[config.mk]
export PLATFORM = sky130hd
export DESIGN_NAME = imem_loader
export DESIGN_NICKNAME = d
export VERILOG_FILES = /design/src/rtl/loader_pkg.sv /design/src/rtl/imem_loader_byte_packer.sv /design/src/rtl/imem_loader.sv
export SDC_FILE = /design/constraint.sdc
export NUM_CORES = 1
export LEC_CHECK = 0
export ABC_CLOCK_PERIOD_IN_PS = 8060
export CORE_MARGIN = 3
export CORE_UTILIZATION = 45
export DETAILED_ROUTE_END_ITERATION = 6
export PLACE_DENSITY = 0.74
export SETUP_SLACK_MARGIN = 0.1
export SLEW_MARGIN = 20
export SYNTH_ARGS = -nofsm -noshare
export SYNTH_HDL_FRONTEND = slang
export SYNTH_HIERARCHICAL = 1
export SYNTH_SLANG_ARGS = --single-unit
[constraint.sdc]
create_clock -name clk -period 8.06 [get_ports clk]
set_input_delay 1.612 -clock clk [delete_from_list [all_inputs] [get_ports clk]]
set_output_delay 1.612 -clock clk [all_outputs]
set_load 0.01 [all_outputs]
[src/rtl/loader_pkg.sv]
// Shared types and helpers for the instruction-memory program loader.
// The CHECK state exists only when LOADER_CHECKSUM_EN is defined.
package loader_pkg;

    typedef enum logic [2:0] {
        ST_IDLE   = 3'd0,
        ST_LEN_LO = 3'd1,
        ST_LEN_HI = 3'd2,
        ST_DATA   = 3'd3,
        ST_FLUSH  = 3'd4,
`ifdef LOADER_CHECKSUM_EN
        ST_CHECK  = 3'd5,
`endif
        ST_DONE   = 3'd6,
        ST_ERR    = 3'd7
    } loader_state_t;

    localparam int LEN_BYTES      = 2;
    localparam int BYTES_PER_WORD = 4;

    function automatic logic accepts_byte(input loader_state_t s);
`ifdef LOADER_CHECKSUM_EN
        return (s == ST_LEN_LO) || (s == ST_LEN_HI) || (s == ST_DATA) || (s == ST_CHECK);
`else
        return (s == ST_LEN_LO) || (s == ST_LEN_HI) || (s == ST_DATA);
`endif
    endfunction

    function automatic logic is_busy(input loader_state_t s);
        return accepts_byte(s) || (s == ST_FLUSH);
    endfunction

endpackage

[src/rtl/imem_loader_byte_packer.sv]
// Packs accepted stream bytes into little-endian 32-bit words.
// word/word_complete are valid in the cycle the fourth byte is accepted.
module byte_packer
    import loader_pkg::*;
(
    input  logic        clk,
    input  logic        reset,
    input  logic        clear,
    input  logic        accept,
    input  logic [7:0]  data,
    output logic [31:0] word,
    output logic        word_complete
);

    logic [1:0]  idx;
    logic [23:0] lower;

    assign word_complete = accept && (idx == 2'(BYTES_PER_WORD - 1));
    assign word          = {data, lower};

    always_ff @(posedge clk) begin
        if (reset || clear) begin
            idx   <= '0;
            lower <= '0;
        end else if (accept) begin
            idx <= idx + 2'd1;
            case (idx)
                2'd0:    lower[7:0]   <= data;
                2'd1:    lower[15:8]  <= data;
                2'd2:    lower[23:16] <= data;
                default: lower        <= lower;
            endcase
        end
    end

endmodule

[src/rtl/imem_loader.sv]
// Length-prefixed byte stream to instruction memory loader; holds the core in reset until done.
// Optional trailing checksum byte verification is enabled with LOADER_CHECKSUM_EN.
module imem_loader
    import loader_pkg::*;
#(
    parameter int ADDR_W = 8
) (
    input  logic        clk,
    input  logic        reset,
    input  logic        start,
    input  logic        in_valid,
    input  logic [7:0]  in_data,
    output logic        in_ready,
    output logic        mem_we,
    output logic [31:0] mem_addr,
    output logic [31:0] mem_wdata,
    output logic        cpu_reset,
    output logic        busy,
    output logic        done,
    output logic        error
);

    localparam logic [16:0] CAPACITY = 17'd1 << ADDR_W;

`ifdef LOADER_CHECKSUM_EN
    localparam loader_state_t ST_AFTER_DATA = ST_CHECK;
`else
    localparam loader_state_t ST_AFTER_DATA = ST_DONE;
`endif

    loader_state_t state, state_nx;
    logic [15:0] n_words;
    logic [15:0] word_idx;
    logic [16:0] n_full;
    logic        xfer;
    logic        start_ok;
    logic [31:0] packed_word;
    logic        word_complete;

    assign xfer     = in_valid && in_ready;
    assign start_ok = start && !is_busy(state);
    assign n_full   = {1'b0, in_data, n_words[7:0]};

    byte_packer u_packer (
        .clk           (clk),
        .reset         (reset),
        .clear         (start_ok),
        .accept        (xfer && (state == ST_DATA)),
        .data          (in_data),
        .word          (packed_word),
        .word_complete (word_complete)
    );

`ifdef LOADER_CHECKSUM_EN
    logic [7:0] csum, csum_nx;

    assign csum_nx = csum + in_data;

    always_ff @(posedge clk) begin
        if (reset || start_ok) begin
            csum <= '0;
        end else if (xfer) begin
            csum <= csum_nx;
        end
    end
`endif

    always_comb begin
        state_nx = state;
        case (state)
            ST_IDLE, ST_DONE, ST_ERR: if (start) state_nx = ST_LEN_LO;
            ST_LEN_LO:                if (xfer) state_nx = ST_LEN_HI;
            ST_LEN_HI: begin
                if (xfer) begin
                    if (n_full > CAPACITY)  state_nx = ST_ERR;
                    else if (n_full == '0)  state_nx = ST_AFTER_DATA;
                    else                    state_nx = ST_DATA;
                end
            end
            ST_DATA:  if (word_complete && (word_idx == 16'(n_words - 16'd1))) state_nx = ST_FLUSH;
            ST_FLUSH: state_nx = ST_AFTER_DATA;
`ifdef LOADER_CHECKSUM_EN
            ST_CHECK: if (xfer) state_nx = (csum_nx == 8'd0) ? ST_DONE : ST_ERR;
`endif
            default:  state_nx = ST_IDLE;
        endcase
    end

    // Status outputs are registered from the next state so they line up with the state they describe.
    always_ff @(posedge clk) begin
        if (reset) begin
            state     <= ST_IDLE;
            n_words   <= '0;
            word_idx  <= '0;
            in_ready  <= 1'b0;
            mem_we    <= 1'b0;
            mem_addr  <= '0;
            mem_wdata <= '0;
            cpu_reset <= 1'b1;
            busy      <= 1'b0;
            done      <= 1'b0;
            error     <= 1'b0;
        end else begin
            state     <= state_nx;
            in_ready  <= accepts_byte(state_nx);
            busy      <= is_busy(state_nx);
            done      <= (state_nx == ST_DONE);
            error     <= (state_nx == ST_ERR);
            cpu_reset <= (state_nx != ST_DONE);
            mem_we    <= word_complete;
            if (xfer && (state == ST_LEN_LO)) n_words[7:0]  <= in_data;
            if (xfer && (state == ST_LEN_HI)) n_words[15:8] <= in_data;
            if (word_complete) begin
                mem_addr  <= {14'd0, word_idx, 2'b00};
                mem_wdata <= packed_word;
                word_idx  <= word_idx + 16'd1;
            end
            if (start_ok) word_idx <= '0;
        end
    end

endmodule

==> run summary <==
status: complete, no violations
Iter 0 DRT Violations: 268
setup tns final: 0 ns
CP max stage cell: nor2_4
worst-path cell chain: clkdlybuf4s50_1, nand2_1, nor2_4, and2_2, nand4_1, nor2_1, nand3_1, or3_1, a21oi_1
measured slew at the worst slew-check pin: 1.09 ns
Worst Hold Class: reg2reg
CTS Sinks: 115
Inst Count DP: 746
Core Region: 11,600 sq um
Final Skew: 0.00408 ns
post-synthesis cell type count: 52
CP peak stage delay: 0.86 ns
H-tree level count: 4
PwrDens: 218 nW/um^2
vias in the first global route: 4,094
worst path required time: 8.40 ns
Layout area overhead: 20.0%
CP max FO: 51
CTS Buf Count: 17
Mapped Area: 5460 sq um
DIE WIDTH: 116 um
Cell Count, Final, Fillers Out: 778
Synth warnings: 6
#FFs+latches synth: 115
layout net count: 640
drt first pass iters: 7
ratio of final minimum period to clock period: 0.610
clock latency on the worst-skew pair: 0.41 ns
max cap viols: 0
CP Capture Type: flip-flop
final hold violations: 0
syn_area_per_cell: 9.35 sq um
n_diodes: 0
Ports: 82
first-pass GRT wire length: 19.9 mm
post-detail-place hpwl: 7.74 mm
Synth async-reset ratio: 0
via count: 4,130
die footprint: 13,500 sq um
CTS max path bufs: 2
fraction of layout instances using a drive strength above 1: 0.140
Final Max Slew Viols: 0
global route overflow: 0
post-synthesis sequential area ratio: 0.422
Post-CTS Resized: 0
Fmax: 203 MHz
final WL: 11.8 mm
CTS tree: built
DR WL/cell: 15.2 um
all-layer global routing usage: 0.186
Synth Instances: 584
Lkg Pwr: 2.26 nW
antenna violation net count after detailed routing: 0
CTS root buf: clkbuf_16
Via-to-Cell Ratio: 5.31
slew margin rel.: 0.271
Finish-stage setup viols: 0
Row Count: 39
Die Ht: 116 um
DRC errors left: 0
initial antenna violation count: 0
worst vdd ir: 140 uV
Reg clk slew, reported paths: 0.05 ns
unrepaired setup endpoints after global routing: false
Initial Util: 0.470
number of synthesized flops with an enable pin: 0
Critical Path Start Type: input pin
min Tclk post-route: 4.92 ns
Worst Path Class, Setup: in2reg
GP Congestion: 0.847
largest net degree at the start of global routing: 75
postcts setup bufs: 0
WP data arrival: 5.26 ns
Hold-fix buffers, CTS: 0
port bufs: 65
ys flop type: dfxtp_1
## layout by cell type, fill, tap and decap left out, drive strengths merged, types with 2 or more instances in the layout
cell,n
a21bo,24
a21boi,4
a21oi,39
a31oi,3
and2,2
and3,3
and3b,3
buf,5
bufinv,4
clkbuf,18
clkdlybuf4s50,64
clkinv,6
clkinvlp,3
conb,16
dfxtp,115
ha,6
inv,9
mux2i,65
nand2,16
nand2b,8
nand3,32
nand3b,2
nand4,5
nand4b,2
nor2,94
nor2b,3
nor3,15
nor4,5
o21ai,9
o22ai,2
or2,3
or3,7
or4,2
xnor2,16
xor2,14
## final cells by class
| cell class | instances | area [sq um] |
|---|---|---|
| Clock inverter | 14 | 185 |
| Fill cell | 1008 | 5060 |
| Sequential cell | 115 | 2300 |
| Multi-Input combinational cell | 411 | 2740 |
| Inverter | 8 | 30.0 |
| Clock buffer | 18 | 439 |
| Tap cell | 143 | 179 |
| Timing Repair Buffer | 69 | 676 |
## routing by layer
layer,track usage,wire length [um]
met1,0.240,5300
met2,0.300,5710
met3,0.0451,549
met4,0.0781,233
met5,0,0
## state kept, by name (all words and copies together) (netlist names)
| name | cells |
|---|---|
| done | 1 |
| word_idx | 16 |
| u_packer/lower | 24 |
| mem_we | 1 |
| cpu_reset | 1 |
| n_words | 16 |
| state | 3 |
| in_ready | 1 |
| busy | 1 |
| mem_wdata | 32 |
| u_packer/idx | 2 |
| mem_addr | 16 |
| error | 1 |
## final timing paths
| kind | endpoint | slack [ns] | depth (start not counted) | from |
|---|---|---|---|---|
| hold / removal | mem_wdata[6]$_SDFFE_PP0P_ | 0.49 | 2 | u_packer/lower[6]$_SDFFE_PP0P_ |
| setup reg to reg | word_idx[15]$_SDFFE_PP0P_ | 4.12 | 8 | state[0]$_SDFF_PP0_ |
| setup / recovery | word_idx[15]$_SDFFE_PP0P_ | 3.14 | 9 | in_valid |
| hold reg to reg | mem_wdata[6]$_SDFFE_PP0P_ | 0.49 | 2 | u_packer/lower[6]$_SDFFE_PP0P_ |
## metrics by stage
step                area, sq um  worst slack (ns)  total power, mW   util  hold slack, ns
global placement           5930              2.89            0.654  0.510           0.465
global route               6550              2.89             1.48  0.564           0.510
finish                     6550              3.14             1.43  0.564           0.490
floorplan                  5510              4.47            0.645      -           0.455
detailed placement         5930              2.82            0.655  0.510           0.476
CTS                        6550              3.19             1.44  0.564           0.492
## power breakdown
group	internal [mW]	leakage [nW]	total [mW]	switching, mW
combinational	0.0237	1.04	0.0669	0.0432
sequential	0.572	0.927	0.578	0.00535
clock	0.523	0.302	0.786	0.263
## cells in the mapped netlist, types with 6 or more instances
cell	instances	area [sq um]
mux2i_1	65	651
nor2_1	94	353
o21ai_0	8	40.0
nor3_1	14	70.1
buf_6	13	146
ha_1	6	75.1
nand3_1	32	160
dfxtp_1	115	2300
inv_1	8	30.0
a21bo_2	24	240
or3_1	6	37.5
xor2_1	14	123
buf_4	24	180
nand2b_1	8	50.1
clkbuf_1	20	75.1
a21oi_1	20	100
a21oi_2	19	166
xnor2_1	16	140
nand2_1	16	60.1
## worst max-delay path: cells and delay by family
family	cells	cell delay [ns]
buf+inv	1	0.51
compound gates	1	0.14
simple gates	7	2.96
## kinds of logic after synthesis
| kind of cell | synth area share |
|---|---|
| multiplexers | 0.122 |
| adder cells (fa/ha/maj) | 0.0138 |
| XOR/XNOR | 0.0481 |
| flip-flops | 0.422 |
| AO/OA/AOI/OAI | 0.127 |
| AND/OR/NAND/NOR | 0.179 |
| buffers and inverters | 0.0883 |
| other | 0.000687 |
(Power assumes the default switching activity.)
